===== src/rtl/crypto_csr_regs.sv =====
// AXI-Lite control/status register block for a block-cipher engine: stages key,
// input data and length, qualifies start requests, and captures results.
module crypto_csr_regs (
  input  logic         clk,
  input  logic         rst_n,
  input  logic [7:0]   s_axil_awaddr,
  input  logic         s_axil_awvalid,
  output logic         s_axil_awready,
  input  logic [31:0]  s_axil_wdata,
  input  logic         s_axil_wvalid,
  output logic         s_axil_wready,
  output logic [1:0]   s_axil_bresp,
  output logic         s_axil_bvalid,
  input  logic         s_axil_bready,
  input  logic [7:0]   s_axil_araddr,
  input  logic         s_axil_arvalid,
  output logic         s_axil_arready,
  output logic [31:0]  s_axil_rdata,
  output logic [1:0]   s_axil_rresp,
  output logic         s_axil_rvalid,
  input  logic         s_axil_rready,
  output logic         start,
  output logic         algo_sel,
  output logic [31:0]  i_total_len,
  output logic [127:0] key,
  output logic [127:0] din,
  input  logic         busy,
  input  logic         done,
  input  logic [127:0] dout
);

  localparam logic [7:0] ADDR_CTRL    = 8'h00;
  localparam logic [7:0] ADDR_STATUS  = 8'h04;
  localparam logic [7:0] ADDR_LEN     = 8'h08;
  localparam logic [7:0] ADDR_ERR_CNT = 8'h44;
  localparam logic [1:0] RESP_OKAY    = 2'b00;
  localparam logic [1:0] RESP_SLVERR  = 2'b10;

  typedef enum logic {R_IDLE, R_VALID} r_state_t;

  // Write channel state
  logic        ready_en;
  logic        aw_held, w_held;
  logic [7:0]  aw_addr_q;
  logic [31:0] w_data_q;
  logic        bvalid_q;
  logic [1:0]  bresp_q;

  // Read channel state
  r_state_t    r_state, r_next;
  logic [31:0] rdata_q, rd_data;
  logic [1:0]  rresp_q, rd_resp;

  // Register file
  logic        start_q;
  logic        algo_sel_q;
  logic [31:0] len_q;
  logic [31:0] key_q  [4];
  logic [31:0] din_q  [4];
  logic [31:0] dout_q [4];
  logic        done_q;
  logic [31:0] err_cnt;

  function automatic logic is_rw_addr(input logic [7:0] a);
    case (a)
      ADDR_CTRL, ADDR_LEN,
      8'h10, 8'h14, 8'h18, 8'h1C,
      8'h20, 8'h24, 8'h28, 8'h2C: return 1'b1;
      default:                    return 1'b0;
    endcase
  endfunction

  logic aw_hs, w_hs, b_hs, ar_hs;
  logic wr_commit, wr_ok, ctrl_wr;
  logic start_req, start_reject, start_accept, err_clr;

  assign s_axil_awready = ready_en & ~aw_held & ~bvalid_q;
  assign s_axil_wready  = ready_en & ~w_held & ~bvalid_q;
  assign s_axil_arready = ready_en & (r_state == R_IDLE);

  assign aw_hs = s_axil_awvalid & s_axil_awready;
  assign w_hs  = s_axil_wvalid & s_axil_wready;
  assign b_hs  = bvalid_q & s_axil_bready;
  assign ar_hs = s_axil_arvalid & s_axil_arready;

  // Held address/data are consumed on the commit edge; bvalid keeps the ports closed.
  assign wr_commit = aw_held & w_held;
  assign wr_ok     = wr_commit & is_rw_addr(aw_addr_q);
  assign ctrl_wr   = wr_ok && (aw_addr_q == ADDR_CTRL);

  assign start_req    = ctrl_wr & w_data_q[0];
  assign err_clr      = ctrl_wr & w_data_q[2];
  assign start_reject = start_req & ((len_q == 32'd0) | (len_q[3:0] != 4'd0) | busy);
  assign start_accept = start_req & ~start_reject;

  // NOTE: sequential state uses non-blocking (<=) so every flop samples pre-edge values.
  always_ff @(posedge clk) begin
    if (!rst_n) begin
      ready_en  <= 1'b0;
      aw_held   <= 1'b0;
      w_held    <= 1'b0;
      aw_addr_q <= '0;
      w_data_q  <= '0;
      bvalid_q  <= 1'b0;
      bresp_q   <= RESP_OKAY;
    end else begin
      ready_en <= 1'b1;
      if (aw_hs) begin
        aw_held   <= 1'b1;
        aw_addr_q <= s_axil_awaddr;
      end
      if (w_hs) begin
        w_held   <= 1'b1;
        w_data_q <= s_axil_wdata;
      end
      if (wr_commit) begin
        aw_held  <= 1'b0;
        w_held   <= 1'b0;
        bvalid_q <= 1'b1;
        bresp_q  <= is_rw_addr(aw_addr_q) ? RESP_OKAY : RESP_SLVERR;
      end else if (b_hs) begin
        bvalid_q <= 1'b0;
      end
    end
  end

  // NOTE: the word arrays are real flops, not RAM, so they are cleared by reset like any register.
  always_ff @(posedge clk) begin
    if (!rst_n) begin
      start_q    <= 1'b0;
      algo_sel_q <= 1'b0;
      len_q      <= '0;
      done_q     <= 1'b0;
      err_cnt    <= '0;
      for (int i = 0; i < 4; i++) begin
        key_q[i]  <= '0;
        din_q[i]  <= '0;
        dout_q[i] <= '0;
      end
    end else begin
      start_q <= start_accept;
      if (wr_ok) begin
        case (aw_addr_q)
          ADDR_CTRL:                  algo_sel_q <= w_data_q[1];
          ADDR_LEN:                   len_q      <= w_data_q;
          8'h10, 8'h14, 8'h18, 8'h1C: key_q[aw_addr_q[3:2]] <= w_data_q;
          8'h20, 8'h24, 8'h28, 8'h2C: din_q[aw_addr_q[3:2]] <= w_data_q;
          default: ;
        endcase
      end
      // A completion arriving alongside an accepted start leaves DONE set.
      if (done) begin
        done_q    <= 1'b1;
        dout_q[0] <= dout[127:96];
        dout_q[1] <= dout[95:64];
        dout_q[2] <= dout[63:32];
        dout_q[3] <= dout[31:0];
      end else if (start_accept) begin
        done_q <= 1'b0;
      end
      if (err_clr)
        err_cnt <= '0;
      else if (start_reject && (err_cnt != 32'hFFFF_FFFF))
        err_cnt <= err_cnt + 32'd1;
    end
  end

  // NOTE: every combinational output gets a default first so no path infers a latch.
  always_comb begin
    rd_data = '0;
    rd_resp = RESP_OKAY;
    case (s_axil_araddr)
      ADDR_CTRL:                  rd_data = {30'd0, algo_sel_q, 1'b0};
      ADDR_STATUS:                rd_data = {30'd0, done_q, busy};
      ADDR_LEN:                   rd_data = len_q;
      8'h10, 8'h14, 8'h18, 8'h1C: rd_data = key_q[s_axil_araddr[3:2]];
      8'h20, 8'h24, 8'h28, 8'h2C: rd_data = din_q[s_axil_araddr[3:2]];
      8'h30, 8'h34, 8'h38, 8'h3C: rd_data = dout_q[s_axil_araddr[3:2]];
      ADDR_ERR_CNT:               rd_data = err_cnt;
      default:                    rd_resp = RESP_SLVERR;
    endcase
  end

  always_ff @(posedge clk) begin
    if (!rst_n) r_state <= R_IDLE;
    else        r_state <= r_next;
  end

  always_comb begin
    r_next = r_state;
    case (r_state)
      R_IDLE:  if (ar_hs) r_next = R_VALID;
      R_VALID: if (s_axil_rready) r_next = R_IDLE;
      default: r_next = R_IDLE;
    endcase
  end

  // Read data is registered at address capture, so same-edge updates show the old value.
  always_ff @(posedge clk) begin
    if (!rst_n) begin
      rdata_q <= '0;
      rresp_q <= RESP_OKAY;
    end else if (ar_hs) begin
      rdata_q <= rd_data;
      rresp_q <= rd_resp;
    end
  end

  assign s_axil_bvalid = bvalid_q;
  assign s_axil_bresp  = bresp_q;
  assign s_axil_rvalid = (r_state == R_VALID);
  assign s_axil_rdata  = rdata_q;
  assign s_axil_rresp  = rresp_q;

  assign start       = start_q;
  assign algo_sel    = algo_sel_q;
  assign i_total_len = len_q;
  assign key         = {key_q[0], key_q[1], key_q[2], key_q[3]};
  assign din         = {din_q[0], din_q[1], din_q[2], din_q[3]};

endmodule


===== config.mk =====
export PLATFORM = sky130hd
export DESIGN_NAME = crypto_csr_regs
export DESIGN_NICKNAME = d
export VERILOG_FILES = /design/src/rtl/crypto_csr_regs.sv
export SDC_FILE = /design/constraint.sdc
export NUM_CORES = 1
export LEC_CHECK = 0
export CAP_MARGIN = 0
export CORE_MARGIN = 10
export CORE_UTILIZATION = 40
export DETAILED_ROUTE_END_ITERATION = 7
export PLACE_DENSITY = 0.78
export SLEW_MARGIN = 15
export SYNTH_ARGS = -nofsm -noshare
export SYNTH_HDL_FRONTEND = slang
export SYNTH_SLANG_ARGS = --single-unit

===== constraint.sdc =====
create_clock -name clk -period 6.5 [get_ports clk]
set_input_delay 1.3 -clock clk [delete_from_list [all_inputs] [get_ports clk]]
set_output_delay 1.3 -clock clk [all_outputs]
set_load 0.1 [all_outputs]

## Yosys cells after proc, flatten, opt, wreduce, memory -nomap -nowiden

Memories as Yosys holds them, arrays and structs flattened.
Cells that the tools add are included.
W data, S select, Z words.

- Register bits after elaboration: 148
- Bits in latches: 0
- RAM bits: 384
- Memory bits (read-only): 0
- Bits of input ports: 185
- Output and inout bits: 331
- Logic and storage cells: 128
- Memories: 3

- $add $sub $neg: 1
- Multipliers: 0
- Divide/modulo/power cells: 0
- $lt $le $gt $ge: 0
- Equality and inequality tests: 25
- Shift-type cells: 0
- Muxes and demuxes: 36
- Bitwise gates (word level): 27
- Reductions and logical operators: 21

Memories:

| memory | depth | width | rd ports | clocked after memory_dff | write ports | line | text |
|---|---|---|---|---|---|---|---|
| din_q | 4 | 32 | 5 | 0 | 4 | 59 | `logic [31:0] din_q [4];` |
| dout_q | 4 | 32 | 1 | 0 | 4 | 60 | `logic [31:0] dout_q [4];` |
| key_q | 4 | 32 | 5 | 0 | 4 | 58 | `logic [31:0] key_q [4];` |

Operators with widths:

| cell | number |
|---|---|
| $pmux W32 S7 | 1 |
| $mux W32 | 6 |
| $eq A8 B6 Y1 const B | 12 |
| $eq A8 B5 Y1 const B | 8 |
| $reduce_or A32 Y1 | 2 |
| $add A32 B1 Y32 const B | 1 |
| $logic_not A32 Y1 | 1 |
| $ne A32 B32 Y1 const B | 1 |
| $mux W1 | 24 |
| $reduce_or A4 Y1 | 5 |
| $eq A8 B4 Y1 const B | 2 |
| $logic_not A8 Y1 | 2 |
| $reduce_or A16 Y1 | 1 |
| $and A1 B1 Y1 | 15 |
| $reduce_or A10 Y1 | 1 |
| $eq A8 B3 Y1 const B | 1 |
| $eq A8 B7 Y1 const B | 1 |
| $mux W2 | 4 |
| $not A1 Y1 | 6 |
| $or A1 B1 Y1 | 6 |
| $reduce_and A2 Y1 | 2 |
| $reduce_bool A2 Y1 | 2 |
| $reduce_bool A4 Y1 | 1 |
| $reduce_or A2 Y1 | 2 |
| other kinds (2) | 3 |

## Logic depth before layout (Yosys ltp)

- Depth in word-level cells: 11
- Mapped depth: 10
- Depth with buffers taken out: 7

## Worst setup path before layout

Ideal clock, no wire load.

- Kind: input-to-reg
- Start point: in rst_n
- End point: mem dout_q[0][0] (enable)
- Setup time: 1.114 ns
- Arrival time: 4.119 ns
- Required time: 5.386 ns
- Setup slack: 1.267 ns
- Stages on the path: 4
- Buffers on the path: 3
- Path through: clkbuf_1 clkbuf_1 buf_1 nand2_1

RTL lines:

| what | line | text |
|---|---|---|
| start: declaration | 5 | `input logic rst_n,` |
| end: declaration | 60 |  |

## Worst setup path after layout

- Start point: reg len_q[25], in the netlist i_total_len[25]
- End point: out i_total_len[25]

RTL lines:

| what | line | text |
|---|---|---|
| start: declaration | 57 | `logic [31:0] len_q;` |
| start signal: assignment | 145 | `ADDR_LEN: len_q <= w_data_q;` |
| end: declaration | 24 | `output logic [31:0] i_total_len,` |

No word-level cell between the ends.

==> flow_metrics.py <==
metrics = {
    "route": {
        "detail_route.iter0.violations": 2178,
        "drtAntennaViolNets": 0,
        "drcViolationCount": 0,
        "vias": 17900,
        "postRouteWirelength_mm": 94.3,
        "avgViaCountPerCell": 5.85,
        "route.detailed.wl_per_inst_um": 30.8,
        "detailedRoute.firstPassIterationCount": 7,
    },
    "sta": {
        "worst_clock_skew_ps": 24.9,
        "final_max_slew_violation_count": 0,
        "slew_hr_pct": 18.2,
        "fin_crit_sh_pct": 59.3,
        "finalHoldViolCount": 0,
        "finalCriticalPeriod_ps": 3850,
        "fin_ws_ps": 2650,
        "finalSetupTns_ps": 0,
        "rsz0062_at_grt": "false",
        "finalHoldWorstSlack_ps": 462,
        "max_clock_freq_ghz": 0.259,
        "tightest_slew_ps": 1220,
        "finalSetupViolCount": 0,
    },
    "synth": {
        "synth.area.top_cells": "edfxtp_1, dfxtp_1, mux4_2, and2_1, and3_1",
        "yosysSeqAreaShare_pct": 62.2,
        "synthDominantAreaCellType": "edfxtp_1",
        "ys_top_cells_by_count": "edfxtp_1, and2_1, nand2_1",
        "asyncSetResetFlopFracSynth_pct": 0,
        "yosys_register_bits": 530,
        "post_synth_instance_area_sq_um": 23300,
        "synth_top_flop_cell": "edfxtp_1",
        "post_synth_edffs": 384,
        "synthDistinctLibCells": 52,
        "ys.warnings.count": 0,
        "synth_cells": 1799,
        "synth.avg_cell_area_sq_um": 12.9,
        "top_cell_type_s_share_of_synthesized_area_pct": 49.6,
        "post-synth-top-count-cell": "edfxtp_1",
    },
    "critical_path": {
        "critical_path.startpoint_type": "flop",
        "crit_required_ps": 5200,
        "critPathMaxFanout": 4,
        "slowest_stage": "clkdlybuf4s50_1",
        "worstPathCellList": "clkdlybuf4s50_1",
        "critical_path.max_stage_delay_ps": 1250,
        "crit_family": "buffers and inverters",
        "criticalPathCategory": "flop to output pin",
        "critical_path_at_ps": 2550,
        "critical_path_buf_inv_count": 1,
        "setup.worst_path.end_class": "output pin",
    },
    "floorplan": {
        "die-area_sq_um": 68200,
        "die_h_um": 261,
        "initial_core_util_pct": 40.4,
        "die_w_um": 261,
        "row_count": 88,
        "coreArea_sq_um": 57600,
        "io_pins": 516,
    },
    "global_routing": {
        "global_route_usage_over_all_layers_pct": 26.8,
        "grt_pass1_vias": 17900,
        "global_route_wire_length_before_repair_mm": 131,
        "grt-ovfl-total": 0,
        "pin_count_of_the_biggest_net_entering_global_routing": 135,
        "grt_antenna_before_repair": 4,
    },
    "layout": {
        "insertedDiodeCount": 0,
        "fin_util_pct": 53.8,
        "drive_gt1_share_pct": 12.2,
        "filler_cell_count": 4669,
        "areaGrowthSynthToFinish_pct": 33.2,
        "final_net_count": 2446,
    },
    "place": {
        "dp_slack_ps": 2300,
        "dpl.hpwl_mm": 70.2,
        "portBuffers": 513,
        "routabilityCongestion": 0.994,
    },
    "cts": {
        "cts_post_setup_buffers_inserted": 0,
        "clk_latency_ps": 620,
        "clk_pin_slew_worst_paths_ps": 60,
        "cts_resized": 0,
        "cts_max_level": 2,
        "holdBufCountCts": 0,
        "max-clock-path-buffers": 3,
        "clock_tree.root_cell": "clkbuf_16",
        "cts_inserted_buffers": 55,
        "cts_num_sinks": 530,
        "cts_tree": "yes",
    },
    "run_status": {
        "run_status": "finished, final reports clean",
    },
    "pwr": {
        "total_power_mw": 8.35,
        "power_density_nw_per_um2": 270,
        "p_leak_nw": 11.4,
        "power.ir.vdd_worst_mv": 0.235,
    },
    "run": {
        "timing.max_cap.violations": 0,
    },
    "min_path": {
        "hold_path.class": "flop to flop",
    },
}
final timing paths:
check,startpoint,endpoint,slack (ps),cells past startpoint
setup / recovery,i_total_len[25]$_SDFFE_PN0P_,i_total_len[25],2650,1
hold / removal,aw_addr_q[7]$_SDFFE_PN0P_,aw_addr_q[7]$_SDFFE_PN0P_,460,2
hold reg to reg,aw_addr_q[7]$_SDFFE_PN0P_,aw_addr_q[7]$_SDFFE_PN0P_,460,2
setup reg to reg,aw_addr_q[0]$_SDFFE_PN0P_,err_cnt[11]$_SDFFE_PP0P_,3380,6
layout make-up:
| class | count | area [sq um] | share of cell area (%) |
|---|---|---|---|
| inverter | 4 | 15.0 | 0.0485 |
| tap | 765 | 957 | 3.09 |
| sequential | 530 | 14500 | 46.7 |
| timing repair buffer | 550 | 5400 | 17.4 |
| multi-input combinational | 1119 | 8350 | 27.0 |
| clock buffer | 65 | 1450 | 4.67 |
| clock inverter | 33 | 359 | 1.16 |
cells in the final DEF, fill, tap and decap left out, types with 13 or more instances in the layout:
| master | synthesis | routed |
|---|---|---|
| nand3_1 | 16 | 16 |
| nand4_1 | 13 | 13 |
| mux2_2 | 32 | 32 |
| mux4_2 | 96 | 96 |
| and3_1 | 164 | 164 |
| nor2_1 | 57 | 50 |
| edfxtp_1 | 384 | 384 |
| clkbuf_16 | 0 | 56 |
| a21oi_1 | 107 | 107 |
| a221o_1 | 30 | 30 |
| and2_1 | 233 | 233 |
| nand2_1 | 177 | 176 |
| or3_1 | 23 | 23 |
| clkdlybuf4s50_1 | 0 | 506 |
| o21ai_0 | 63 | 55 |
| buf_4 | 2 | 42 |
| a221oi_1 | 30 | 30 |
| dfxtp_1 | 146 | 146 |
kinds of logic (layout without fill, tap and decap cells):
group / after synthesis / in the layout / synth area share, %
flip-flops: 530 / 530 / 62.2
XOR/XNOR: 3 / 3 / 0.113
other: 1 / 2 / 0.0161
adder cells (fa/ha/maj): 1 / 1 / 0.0538
AND/OR/NAND/NOR: 736 / 736 / 17.5
multiplexers: 132 / 132 / 11.0
AO/OA/AOI/OAI: 245 / 245 / 6.63
buffers and inverters: 151 / 652 / 2.54
sequential cells by signal, indices dropped and copies added (netlist names), 8 cells and up:
register / cells
din_q: 128
dout_q: 128
key_q: 128
err_cnt: 32
i_total_len: 32
s_axil_rdata: 32
w_data_q: 32
aw_addr_q: 8
report_power, final:
part / total (mW) / internal (mW) / switching, mW
clock: 3.21 / 1.83 / 1.38
sequential: 3.92 / 3.77 / 0.144
combinational: 1.22 / 0.377 / 0.846
per-layer routing:
metal / global-route usage [%] / vias up / wire length, um
met5: 0 / - / 48
met4: 12.9 / 6 / 4860
met3: 6.37 / 205 / 9580
met2: 46.4 / 1215 / 47000
met1: 30.9 / 8858 / 32800
li1: - / 7662 / -
metrics by stage:
step / instance area (sq um) / instances
floorplan: 23300 / 1800
global placement: 29200 / 2968
detailed placement: 29200 / 2968
CTS: 31000 / 3066
global route: 31000 / 3066
finish: 31000 / 3066
Power figures use the tool's default switching activity.
